[config.mk]
export PLATFORM = sky130hd
export DESIGN_NAME = univ_shift_reg
export DESIGN_NICKNAME = d
export VERILOG_FILES = /design/src/rtl/usr_pkg.sv /design/src/rtl/usr_bit_cell.sv /design/src/rtl/univ_shift_reg.sv
export SDC_FILE = /design/constraint.sdc
export NUM_CORES = 1
export LEC_CHECK = 0
export ABC_AREA = 1
export CORE_MARGIN = 8
export CORE_UTILIZATION = 45
export CTS_CLUSTER_SIZE = 14
export DETAILED_ROUTE_END_ITERATION = 16
export GPL_ROUTABILITY_DRIVEN = 1
export GPL_TIMING_DRIVEN = 0
export HOLD_SLACK_MARGIN = 0.06
export PLACE_DENSITY = 0.88
export SLEW_MARGIN = 5
export SYNTH_ARGS = -nofsm -noshare
export SYNTH_HDL_FRONTEND = slang
export SYNTH_HIERARCHICAL = 1
export SYNTH_SLANG_ARGS = --single-unit
[constraint.sdc]
create_clock -name clk -period 1.2 [get_ports clk]
set_input_delay 0.18 -clock clk [delete_from_list [all_inputs] [get_ports clk]]
set_output_delay 0.18 -clock clk [all_outputs]
set_load 0.01 [all_outputs]
[src/rtl/usr_pkg.sv]
// Shared mode encodings for the universal shift register, used by the RTL and by any user logic.
package usr_pkg;
    localparam int MODE_W = 3;

    localparam logic [MODE_W-1:0] MODE_HOLD = 3'b000;
    localparam logic [MODE_W-1:0] MODE_LOAD = 3'b001;
    localparam logic [MODE_W-1:0] MODE_SHR  = 3'b010;
    localparam logic [MODE_W-1:0] MODE_SHL  = 3'b011;
    localparam logic [MODE_W-1:0] MODE_ROR  = 3'b100;
    localparam logic [MODE_W-1:0] MODE_ROL  = 3'b101;
    localparam logic [MODE_W-1:0] MODE_TGL  = 3'b110;
    localparam logic [MODE_W-1:0] MODE_CLR  = 3'b111;
endpackage

[src/rtl/usr_bit_cell.sv]
// One storage bit: DFF with synchronous reset to a per-bit value, clock enable and q/q_bar outputs.
module usr_bit_cell #(
    parameter logic RST_VAL = 1'b0
) (
    input  logic clk,
    input  logic reset,
    input  logic en,
    input  logic d,
    output logic q,
    output logic q_bar
);
    logic r_q;

    always_ff @(posedge clk) begin
        if (reset)
            r_q <= RST_VAL;
        else if (en)
            r_q <= d;
    end

    assign q     = r_q;
    assign q_bar = ~r_q;
endmodule

[src/rtl/univ_shift_reg.sv]
// Universal WIDTH-bit register: load, shift, rotate, toggle and clear, built from per-bit cells.
module univ_shift_reg
    import usr_pkg::*;
#(
    parameter int               WIDTH     = 8,
    parameter logic [WIDTH-1:0] RESET_VAL = '0
) (
    input  logic              clk,
    input  logic              reset,
    input  logic              en,
    input  logic [MODE_W-1:0] mode,
    input  logic [WIDTH-1:0]  d,
    input  logic              sin_l,
    input  logic              sin_r,
    output logic [WIDTH-1:0]  q,
    output logic [WIDTH-1:0]  q_bar,
    output logic              sout_l,
    output logic              sout_r,
    output logic              zero
);
    logic [WIDTH-1:0] w_next;
    logic [WIDTH-1:0] w_shr;
    logic [WIDTH-1:0] w_shl;
    logic [WIDTH-1:0] w_ror;
    logic [WIDTH-1:0] w_rol;

    // A single-bit register has no interior to slice: shifts take the serial input, rotates hold.
    generate
        if (WIDTH == 1) begin : g_w1
            assign w_shr = sin_r;
            assign w_shl = sin_l;
            assign w_ror = q;
            assign w_rol = q;
        end else begin : g_wn
            assign w_shr = {sin_r, q[WIDTH-1:1]};
            assign w_shl = {q[WIDTH-2:0], sin_l};
            assign w_ror = {q[0], q[WIDTH-1:1]};
            assign w_rol = {q[WIDTH-2:0], q[WIDTH-1]};
        end
    endgenerate

    always_comb begin
        w_next = q;
        case (mode)
            MODE_HOLD: w_next = q;
            MODE_LOAD: w_next = d;
            MODE_SHR:  w_next = w_shr;
            MODE_SHL:  w_next = w_shl;
            MODE_ROR:  w_next = w_ror;
            MODE_ROL:  w_next = w_rol;
            MODE_TGL:  w_next = q ^ d;
            MODE_CLR:  w_next = '0;
            default:   w_next = q;
        endcase
    end

    generate
        for (genvar i = 0; i < WIDTH; i++) begin : g_cell
            usr_bit_cell #(
                .RST_VAL (RESET_VAL[i])
            ) u_cell (
                .clk   (clk),
                .reset (reset),
                .en    (en),
                .d     (w_next[i]),
                .q     (q[i]),
                .q_bar (q_bar[i])
            );
        end
    endgenerate

    assign sout_l = q[WIDTH-1];
    assign sout_r = q[0];
    assign zero   = (q == '0);
endmodule
==> flow_summary.ini <==
[run_status]
status = finished, violations left
violations = setup timing

[route]
totalWireLength_um = 3714
ant_nets = 0
drc = 0
drt_iter0_drc = 77
vias_per_cell = 5.172
dr_total_vias = 1562
drt_first_pass_iters = 4
detail_route.wl_per_cell_um = 12.30

[timing]
period_share_pct = 109.4
relSlewSlack_pct = 67.04
fmax_mhz = 761.4
worst_pin_slew_ns = 0.4928
worst_slack_ns = -0.1133
hold_violations = 0
rsz0062_at_grt = true
hold_slack_ns = 0.5224
slew_viol_final = 0
setup_viol = 2
period_needed_ns = 1.313
skew_ns = 0.0004965

[critical_path]
cp-end-kind = output port
cp-start-kind = flop
crit_arrival_ns = 1.13
critPathRequiredTime_ns = 1.02
path_class = reg -> out
crit_fanout = 7

[global_route]
grt_max_degree = 17
grt_pass1_vias = 1280
gr-total-overflow = 0
grt_util_all_layers_pct = 15.09
grt_pass1_wl_um = 5437
antenna_found_initial = 0

[floorplan]
dieArea_um2 = 4315
start_util_pct = 46.11
io_pins = 35
fp-row-count = 18
die_w_um = 65.69
die_h_um = 65.69
core-area_um2 = 2410

[synthesis]
synth_nets = 235
synth_top_family_by_area = simple AND/OR/NAND/NOR gates
synth-main-ff-cell = dfxtp_1
synth_top_cell_area_share_pct = 21.62
yosysUniqueCellTypes = 14
yosysWarnings = 6
synth.most_common_cell = nand2_1
yosysSeqAreaShare_pct = 14.41
ys_async_sr_fraction_pct = 0
synthCells = 219
yosys.area_share.xor_xnor_pct = 0
synth.ff_latch_count = 8
synthTopCellsByArea = nand2_1, nor2_1, dfxtp_1, inv_1, nand3_1
synth_compound_area_share_pct = 0
synth_edf_count = 0
synthSimpleGateAreaFrac_pct = 63.96
syn_area_per_cell_um2 = 5.073
synth_fa_ha_area_share_pct = 0
netlist_area_um2 = 1111
synth_common_cells = nand2_1, nor2_1, inv_1
synth.area.mux_share_pct = 0
yosys.area.top_type = nand2_1

[place]
place_congestion = 0.8811
port_buffers = 34
place_hpwl_um = 2268
placed_cells = 283
placed_area_um2 = 1489

[final_layout]
design_area_um2 = 1668
antenna_cells = 0
layout.nets = 290
final_cells = 302
largest_reg_flops = 8
final_util_pct = 69.21
area_growth_pct = 50.11
drive_gt1_share_pct = 19.85

[min_path]
hold_class = reg -> reg

[clock_network]
cts_sinks = 8
path_clk_slew_ns = 0.05
clk_latency_ns = 0.24
tritoncts = yes
cts_buffers = 3
clock_path_buffers = 2
cts_root_buffer = clkbuf_4
cts-htree-levels = 1

[power]
netSwitchingPower_mw = 0.3988
seq_power_share_pct = 31.4
total_power_mw = 1.031
p_leak_nw = 0.9178
p_sw_share_pct = 38.69
power.density_cell_area_nw_per_um2 = 618.0
power_frac_comb_pct = 49.5
power.internal_mw = 0.6320
power_frac_clock_pct = 19.1
ir_drop_v = 0.0006341

[run]
drv_cap = 0
[path summary, 6_finish.rpt]
kind,cells after the start,startpoint,slack [ns],end
max,4,g_cell[5].u_cell/q,-0.11,zero
min,2,g_cell[0].u_cell/q,0.52,g_cell[0].u_cell/q
max reg2reg,9,g_cell[7].u_cell/q,0.01,g_cell[0].u_cell/q
min reg2reg,2,g_cell[0].u_cell/q,0.52,g_cell[0].u_cell/q
[kinds of logic after synthesis]
group / count (synthesis)
flops: 8
buf+inv: 51
simple gates: 160
[power groups by stage]
stage | clock network, mW | logic [mW] | registers, mW
after floorplan | 0 | 0.245 | 0.339
after global placement | 0 | 0.450 | 0.344
after detailed placement | 0 | 0.455 | 0.343
after CTS | 0.207 | 0.447 | 0.331
after global routing | 0.221 | 0.561 | 0.329
final | 0.197 | 0.510 | 0.324
[final cells by class]
type                    count  area [um2]
well taps                  30       37.54
inverters                  43       161.4
flip-flops and latches      8       190.2
repair buffers             50       427.9
fillers                   215       742.0
clock buffers               3       22.52
plain buffers               8       82.58
multi-input cells         160       745.7
[per-layer routing]
| layer | vias up | part of all wire [%] | track usage (%) |
|---|---|---|---|
| met5 | - | 0 | 0 |
| met4 | 0 | 2.9 | 5.995 |
| met3 | 14 | 7.0 | 1.871 |
| met2 | 87 | 49 | 25.82 |
| met1 | 673 | 41 | 18.52 |
| li1 | 788 | - | - |
[worst max-delay path, stage by stage (launching register included)]
cell and delay, ns:
dfxtp_4 0.36, inv_1 0.09, nand4_1 0.14, nor2_1 0.15
buf_2 0.14
[per-stage QoR]
step	setup TNS (ns)	worst slack, ns
finish	-0.1401	-0.1133
detailed placement	-5.379	-0.5069
global route	-0.5051	-0.1582
global placement	-5.245	-0.4837
CTS	-0.08890	-0.08890
floorplan	0	0.1024
[cell usage in the layout, fill, tap and decap left out, drive strengths merged]
| cell type | n |
|---|---|
| nand4 | 18 |
| nor3 | 1 |
| buf | 26 |
| nand3 | 26 |
| clkdlybuf4s50 | 12 |
| inv | 43 |
| nor2 | 51 |
| dlygate4sd2 | 12 |
| clkdlybuf4s15 | 4 |
| dfxtp | 8 |
| nand2 | 64 |
| clkbuf | 7 |
[what timing repair did]
item	in CTS	in global routing
pin swaps	2	14
hold buffers	0	0
setup buffers	6	9
gates resized for setup	44	25
setup endpoints to repair	27	14
hold endpoints to repair	0	0
cloned	0	1
No activity file was read; power rests on OpenSTA's default activity.
